**src/rtl/regfile_wb_arbiter.sv**
```systemverilog
// Register-file write-port arbiter: pipeline writeback (P) has priority, the
// secondary return path (S) is queued in a FIFO with starvation-forced stall.
module regfile_wb_arbiter #(
  parameter int DWIDTH       = 32,
  parameter int AWIDTH       = 5,
  parameter int DEPTH        = 4,
  parameter int STARVE_LIMIT = 8
) (
  input  logic                 w_clk,
  input  logic                 w_rst,
  input  logic                 w_p_valid,
  input  logic [AWIDTH-1:0]    w_p_addr,
  input  logic [DWIDTH-1:0]    w_p_data,
  input  logic                 w_s_valid,
  output logic                 w_s_ready,
  input  logic [AWIDTH-1:0]    w_s_addr,
  input  logic [DWIDTH-1:0]    w_s_data,
  output logic                 w_wr_en,
  output logic [AWIDTH-1:0]    w_wr_addr,
  output logic [DWIDTH-1:0]    w_wr_data,
  output logic                 w_stall,
  output logic [2**AWIDTH-1:0] w_pend,
  output logic                 w_err
);

  // state | meaning
  // IDLE  | FIFO empty, age held at 0, no stall
  // WAIT  | head present, age counts cycles the head is denied
  // FORCE | stall asserted, head granted this cycle
  typedef enum logic [1:0] {IDLE, WAIT, FORCE} state_t;

  localparam int PW   = $clog2(DEPTH);
  localparam int CW   = $clog2(DEPTH + 1);
  localparam int AGEW = $clog2(STARVE_LIMIT + 1);

  logic [AWIDTH-1:0] mem_addr [DEPTH];
  logic [DWIDTH-1:0] mem_data [DEPTH];
  logic [PW-1:0]     rd_ptr, wr_ptr;
  logic [CW-1:0]     count, count_nxt;
  logic [AGEW-1:0]   age, age_inc;
  state_t            state;

  logic              head_vld, full, push, grant_s, grant_p, grant;
  logic [AWIDTH-1:0] g_addr;
  logic [DWIDTH-1:0] g_data;

  assign head_vld  = (count != '0);
  assign full      = (count == CW'(DEPTH));
  assign w_s_ready = !full;
  assign push      = w_s_valid && !full;
  assign grant_s   = head_vld && (w_stall || !w_p_valid);
  assign grant_p   = w_p_valid && !w_stall;
  assign grant     = grant_s || grant_p;
  assign g_addr    = grant_s ? mem_addr[rd_ptr] : w_p_addr;
  assign g_data    = grant_s ? mem_data[rd_ptr] : w_p_data;
  assign age_inc   = age + AGEW'(1);

  always_comb begin
    count_nxt = count;
    case ({push, grant_s})
      2'b10:   count_nxt = count + CW'(1);
      2'b01:   count_nxt = count - CW'(1);
      default: count_nxt = count;
    endcase
  end

  always_comb begin
    w_pend = '0;
    for (int k = 0; k < DEPTH; k++) begin
      if (CW'(k) < count) w_pend[mem_addr[rd_ptr + PW'(k)]] = 1'b1;
    end
  end

  // Storage carries no reset; validity is tracked solely by count.
  always_ff @(posedge w_clk) begin
    if (push) begin
      mem_addr[wr_ptr] <= w_s_addr;
      mem_data[wr_ptr] <= w_s_data;
    end
  end

  always_ff @(posedge w_clk) begin
    if (!w_rst) begin
      rd_ptr    <= '0;
      wr_ptr    <= '0;
      count     <= '0;
      w_wr_en   <= 1'b0;
      w_wr_addr <= '0;
      w_wr_data <= '0;
      w_stall   <= 1'b0;
      w_err     <= 1'b0;
      age       <= '0;
      state     <= IDLE;
    end else begin
      if (push)    wr_ptr <= wr_ptr + PW'(1);
      if (grant_s) rd_ptr <= rd_ptr + PW'(1);
      count <= count_nxt;

      // Writes to r0 are consumed but never reach the register file.
      w_wr_en <= grant && (g_addr != '0);
      if (grant) begin
        w_wr_addr <= g_addr;
        w_wr_data <= g_data;
      end
      if (w_p_valid && w_stall) w_err <= 1'b1;

      case (state)
        IDLE: begin
          age     <= '0;
          w_stall <= 1'b0;
          if (count_nxt != '0) state <= WAIT;
        end
        WAIT: begin
          if (count_nxt == '0) begin
            age   <= '0;
            state <= IDLE;
          end else if (grant_s) begin
            age <= '0;
          end else if (age_inc == AGEW'(STARVE_LIMIT)) begin
            age     <= age_inc;
            w_stall <= 1'b1;
            state   <= FORCE;
          end else begin
            age <= age_inc;
          end
        end
        FORCE: begin
          age     <= '0;
          w_stall <= 1'b0;
          state   <= (count_nxt != '0) ? WAIT : IDLE;
        end
        default: begin
          age     <= '0;
          w_stall <= 1'b0;
          state   <= IDLE;
        end
      endcase
    end
  end

endmodule

```
**config.mk**
```make
export PLATFORM = sky130hd
export DESIGN_NAME = regfile_wb_arbiter
export DESIGN_NICKNAME = d
export VERILOG_FILES = /design/src/rtl/regfile_wb_arbiter.sv
export SDC_FILE = /design/constraint.sdc
export NUM_CORES = 1
export LEC_CHECK = 0
export CORE_ASPECT_RATIO = 0.75
export CORE_MARGIN = 5
export CORE_UTILIZATION = 50
export CTS_BUF_LIST = sky130_fd_sc_hd__clkbuf_8
export CTS_CLUSTER_SIZE = 28
export DETAILED_ROUTE_END_ITERATION = 10
export PLACE_DENSITY = 0.77
export RECOVER_POWER = 100
export SETUP_SLACK_MARGIN = 0.3
export SYNTH_ARGS = -nofsm -noshare
export SYNTH_HDL_FRONTEND = slang
export SYNTH_SLANG_ARGS = --single-unit
```
**constraint.sdc**
```tcl
create_clock -name w_clk -period 3.5 [get_ports w_clk]
set_input_delay 0.35 -clock w_clk [delete_from_list [all_inputs] [get_ports w_clk]]
set_output_delay 0.35 -clock w_clk [all_outputs]
set_load 0.1 [all_outputs]
```
==> results of run 1 <==
[synth_stat cells, drive strengths merged (4+ instances only)]
cell / instances
edfxtp: 148
dfxtp: 55
nor2: 53
mux4: 52
a211oi: 39
mux2i: 38
clkbuf: 21
a22oi: 18
buf: 18
o221ai: 18
nand2: 16
ha: 12
a32oi: 10
and2: 10
inv: 9
nor3: 8
nand3: 7
nor2b: 7
a21oi: 6
a221o: 6
nand3b: 6
nor4b: 6
o211ai: 6
o22ai: 6
or3b: 6
and4bb: 4
[power by group through the flow]
| stage | clock, mW | sequential [mW] | combinational (mW) |
|---|---|---|---|
| finish | 2.02 | 2.81 | 1.44 |
| global route | 2.21 | 2.82 | 1.51 |
| CTS | 2.07 | 2.80 | 1.41 |
| detailed placement | 0 | 2.85 | 1.38 |
| global placement | 0 | 2.84 | 1.36 |
| floorplan | 0 | 3.12 | 0.675 |
[per-layer routing]
metal / vias to the layer above / global-route usage / share of wire
met5: - / 0 / 0.00081
met4: 4 / 0.04294 / 0.017
met3: 53 / 0.06173 / 0.12
met2: 405 / 0.3624 / 0.45
met1: 3296 / 0.3136 / 0.42
li1: 2954 / - / -
[logic make-up (layout without fill, tap and decap cells)]
logic type      Yosys count  after routing
xor+xnor                  6              6
fa+ha+maj                12             12
buf+inv                  48            252
mux                      90             94
flops                   203            203
simple gates            145            145
compound gates          121            121
[state kept, by name (all words and copies together), names as in the netlist, 2 cells and up, named ones only]
signal,cells
age,4
mem_addr,20
mem_data,128
rd_ptr,2
wr_ptr,2
state,2
w_wr_data,32
w_wr_addr,5
count,3
[how the worst max path moves through the flow]
stage | startpoint | endpoint | slack (ps) | cells after the start
floorplan | rd_ptr[1] | w_pend[10] | 120 | 4
finish | register | w_pend[0] | 220 | 4
CTS | register | w_pend[10] | 290 | 5
global placement | rd_ptr[1] | w_pend[2] | 690 | 4
global route | rd_ptr[1] | w_pend[24] | 120 | 4
detailed placement | rd_ptr[1] | w_pend[10] | 660 | 4
[what timing repair did]
action,4_1_cts,5_1_grt
endpoints found under the setup margin,31,29
cloned,0,4
resized for setup,16,21
setup buffers,5,11
pin swaps,0,1
[final cells by class]
| cell class | count | area, sq um | area share |
|---|---|---|---|
| multi-input cells | 378 | 3820 | 0.3097 |
| clock buffers | 41 | 564.3 | 0.04575 |
| inverters | 9 | 33.78 | 0.002739 |
| flip-flops and latches | 203 | 5558 | 0.4506 |
| repair buffers | 185 | 1946 | 0.1578 |
| clock inverters | 17 | 102.6 | 0.008319 |
| well taps | 247 | 309.0 | 0.02506 |
[worst reg2reg max path, delay by kind of cell, from the launching register on]
kind            cells  cell delay (ps)
flops               1              510
compound gates      1              190
fa+ha+maj           1              250
simple gates        1              910
buf+inv             3              890
[through the flow]
stage          cell area, sq um  hold WS, ps
6_report                  12330        395.6
3_5_place_dp              11480        447.4
4_1_cts                   12270        359.4
3_3_place_gp              11480        417.2
5_1_grt                   12330        370.5
2_1_floorplan              9418        408.2
==> flow_summary.ini, run 1 <==
[routing]
first_pass_iters = 5
via_per_inst = 6.215
wl_per_cell_um = 23.98
antenna_left = 0
drcViolationCount = 0
drt-total-wl_mm = 25.90
drtIter0Drc = 750
via_count = 6712

[clocking]
clkTransAtPathRegs_ps = 80
cts_made_buffers = 31
h-tree-depth = 1
cts_sinks = 203
clkLatencyLatePin_ps = 560
cts_root_buf = clkbuf_8
hold_buffers = 0
cts_buffer_depth = 3
cts_tree = done

[sta]
max_slew_margin = -0.1094
rsz0062_at_grt = yes
maxSlewViolCount = 46
finalHoldViolations = 0
tightest_slew_ps = 1664
period_share = 0.9383
min_period_ps = 3284
skew_ps = 23.88
setup_viol = 0
setup_tns_ps = 0
setup_ws_ps = 216.0
max_freq_ghz = 0.3045

[power_and_ir_drop]
leakagePower_nw = 4.200
p_clk_frac = 0.322
vdd_ir_drop_max_mv = 0.3466
seq_power_share = 0.448
internal-power_mw = 4.367
p_total_mw = 6.272
p_sw_mw = 1.904
p_sw_frac = 0.3037
combPwrFrac = 0.230
powerDensity_nw_per_um2 = 508.5

[synth]
netlist_area_sq_um = 9355
synth_fp_nets = 715
synthCells = 625
synthAdderAreaFrac = 0.01605
synth-compound-area-share = 0.1008
ys_seq_elements = 203
netlist.top_cell.by_area = edfxtp_1
ys_warn_count = 0
ys_types = 61
synth_top_area_share = 0.4751
muxShareOfSynthArea = 0.1674
ys.flop_type = edfxtp_1
syn_avg_cell_area_sq_um = 14.97
async_flop_share = 0
synth.area.top_cells = edfxtp_1 (48%), dfxtp_1 (12%), mux4_2 (12%)
synth_edf_count = 148
synth_top_family_by_area = multiplexers
seq_area_frac_synth = 0.5928
synth_xor_area_frac = 0.005617
synthSimpleGateAreaFrac = 0.09161

[floorplan]
core_region_area_sq_um = 18450
num_rows = 43
start_util = 0.5069
die_area_sq_um = 21570
dieWidth_um = 167.9
die_y_um = 128.5
boundaryPins = 151

[worst_setup_path]
cp_slowest_cell = nor2_1
critPathCaptureType = output port
cpPeakStageDelay_ps = 700
rrSetupSlack_ps = 400
crit_required_ps = 3150
r2r_start = count[0]
arrival_ps = 2930
critical_path_class = reg -> out
path_cells = mux4_2 > nor2_1 > a221o_1 > buf_12
crit_path_start_kind = register
cpLargestDelayFamily = simple AND/OR/NAND/NOR gates
rr_endpoint = mem_data[0][3]
reg2reg_depth = 6
path_buf_inv = 1
worst-path-max-fanout = 11

[hold_path]
min-delay-start = w_p_data[14]
hold_class = in -> reg
min_to = w_wr_data[14]
min_path_cells = 3

[place]
io_buffers = 150
place_ws_ps = 657.9
gp_congestion = 0.9234
hpwlAfterDp_mm = 17.20
placedCellCount = 1002

[layout]
final_core_util = 0.6683
layout.cells.non_filler = 1080
antenna_cells = 0
final_common_cell = edfxtp_1
nets = 898
fillers = 1290
syn_to_final_growth_pct = 31.83
drive_above_1_share = 0.2497
mostFrequentLayoutCells = edfxtp_1 (148), dlygate4sd3_1 (78), mux4_2 (53), nor2_1 (53), dfxtp_1 (51)

[run_status]
violations = max-capacitance violations, max-slew violations
status = complete, but fails checks

[grt]
overflow = 0
antenna_found_initial = 2
grt_max_degree = 77
grt_usage = 0.2248
grt_pass1_vias = 6531
grt_pass1_wl_mm = 37.87

[flow_run]
cap_violations = 1
No activity file was read; power rests on OpenSTA's default activity.
==> inputs of run 2 (changes only) <==
--- a/config.mk
+++ b/config.mk
@@ -6,7 +6,7 @@
 export NUM_CORES = 1
 export LEC_CHECK = 0
 export CORE_ASPECT_RATIO = 0.75
-export CORE_MARGIN = 5
+export CORE_MARGIN = 2
 export CORE_UTILIZATION = 50
 export CTS_BUF_LIST = sky130_fd_sc_hd__clkbuf_8
 export CTS_CLUSTER_SIZE = 28
==> flow_summary.ini, run 2 (same netlist as run 1, synthesis figures left out) <==
[floorplan]
num_rows = 43
die_area_sq_um = 19830
die_y_um = 122.5
start_util = 0.5084
dieWidth_um = 161.9
boundaryPins = 151
core_region_area_sq_um = 18400

[worst_setup_path]
critPathCaptureType = output port
crit_required_ps = 3150
worst-path-max-fanout = 12
cp_slowest_cell = mux4_2
critical_path_class = reg -> out
cpPeakStageDelay_ps = 560
arrival_ps = 2910
crit_path_start_kind = register
path_cells = buf_4 > mux4_2 > a211o_1 > o22ai_1 > a221o_1 > buf_12

[sta]
rsz0062_at_grt = yes
skew_ps = 35.16
period_share = 0.9324
setup_tns_ps = 0
min_period_ps = 3263
tightest_slew_ps = 1610
max_freq_ghz = 0.3064
setup_viol = 0
max_slew_margin = -0.07328
finalHoldViolations = 0
maxSlewViolCount = 46

[layout]
final_common_cell = edfxtp_1
mostFrequentLayoutCells = edfxtp_1 (148), dlygate4sd3_1 (78), nor2_1 (53)
reg_top3 = mem_data: 128 flops, w_wr_data: 32 flops, mem_addr: 20 flops
syn_to_final_growth_pct = 32.02
layout.cells.non_filler = 1073
nets = 889
drive_above_1_share = 0.2515
final_core_util = 0.6712
top_register = mem_data
largest_reg_flops = 128

[power_and_ir_drop]
p_total_mw = 6.304
vdd_ir_drop_max_mv = 0.3852
leakagePower_nw = 4.183
powerDensity_nw_per_um2 = 510.4

[clocking]
cts_root_buf = clkbuf_8
hold_buffers = 0
h-tree-depth = 1
cts_tree = done
clkTransAtPathRegs_ps = 60
cts_buffer_depth = 3
cts_sinks = 203
cts_made_buffers = 30
clkLatencyLatePin_ps = 580

[routing]
wl_per_cell_um = 22.57
via_count = 6463
via_per_inst = 6.023
first_pass_iters = 7
drtIter0Drc = 520
antenna_left = 0
drt-total-wl_mm = 24.22
drcViolationCount = 0

[place]
placedCellCount = 996
hpwlAfterDp_mm = 16.12
io_buffers = 150
gp_congestion = 0.9052

[grt]
grt_usage = 0.2433
grt_pass1_vias = 6616
grt_pass1_wl_mm = 37.16
antenna_found_initial = 5
overflow = 0
grt_max_degree = 77

[run_status]
status = complete, but fails checks
violations = max-capacitance violations, max-slew violations

[hold_path]
hold_class = in -> reg

[flow_run]
cap_violations = 1
[run 2: changes by cell type in the layout (fill, tap and decap cells not counted), moves of 4 or more]
cell | previous run | this run
and2_0 | 6 | 1
and2_2 | 0 | 4
buf_12 | 24 | 30
clkbuf_2 | 11 | 5
clkbuf_8 | 41 | 33
o221ai_1 | 12 | 6
o221ai_2 | 6 | 12
[run 2: per-stage QoR]
step           area (sq um)  worst slack, ps  hold WS, ps
2_1_floorplan          9418            119.9        408.2
3_3_place_gp          11440            639.1        418.1
3_5_place_dp          11440            589.7        445.1
4_1_cts               12230            282.0        335.3
5_1_grt               12340            148.5        355.1
6_report              12350            236.6        363.2
[run 2: final cells by class]
| type | instances | area (sq um) |
|---|---|---|
| multi-input cells | 375 | 3772 |
| flip-flops and latches | 203 | 5558 |
| repair buffers | 180 | 2003 |
| clock inverters | 23 | 212.7 |
| fillers | 1291 | 6050 |
| clock buffers | 33 | 454.2 |
| well taps | 247 | 309.0 |
| diodes | 3 | 7.507 |
| inverters | 9 | 33.78 |
[run 2: repair_timing]
action                     in CTS  in global routing
cloned                          0                  1
setup endpoints to repair      32                 27
gates resized for setup        16                 20
buffers inserted                8                  9
pin swaps                       1                  4
[run 2: final timing paths]
| check | startpoint | end | slack (ps) | cells after the start |
|---|---|---|---|---|
| worst max register to register | count[0] | state[0] | 440 | 11 |
| worst max-delay path | rd_ptr[0] | w_pend[4] | 240 | 6 |
| worst min-delay path | w_p_data[20] | w_wr_data[20] | 360 | 3 |
| worst min register to register | w_err | w_err | 460 | 2 |
[run 2: metal layers]
metal	up-vias	GRT usage	wire length, um
met2	284	0.3851	11130
li1	2922	-	-
met3	45	0.06387	2076
met4	4	0.05918	489
met5	-	0	29
met1	3208	0.3408	10490
[run 2: worst max-delay path, delay by kind of cell, from the launching register on]
kind / cells / cell delay [ps]
compound gates: 3 / 840
mux: 1 / 560
flops: 1 / 530
buf+inv: 2 / 380
[run 2: power by group]
group	switching [mW]	internal (mW)
Sequential	0.0755	2.73
Combinational	0.905	0.503
Clock	0.916	1.17
Total	1.90	4.41
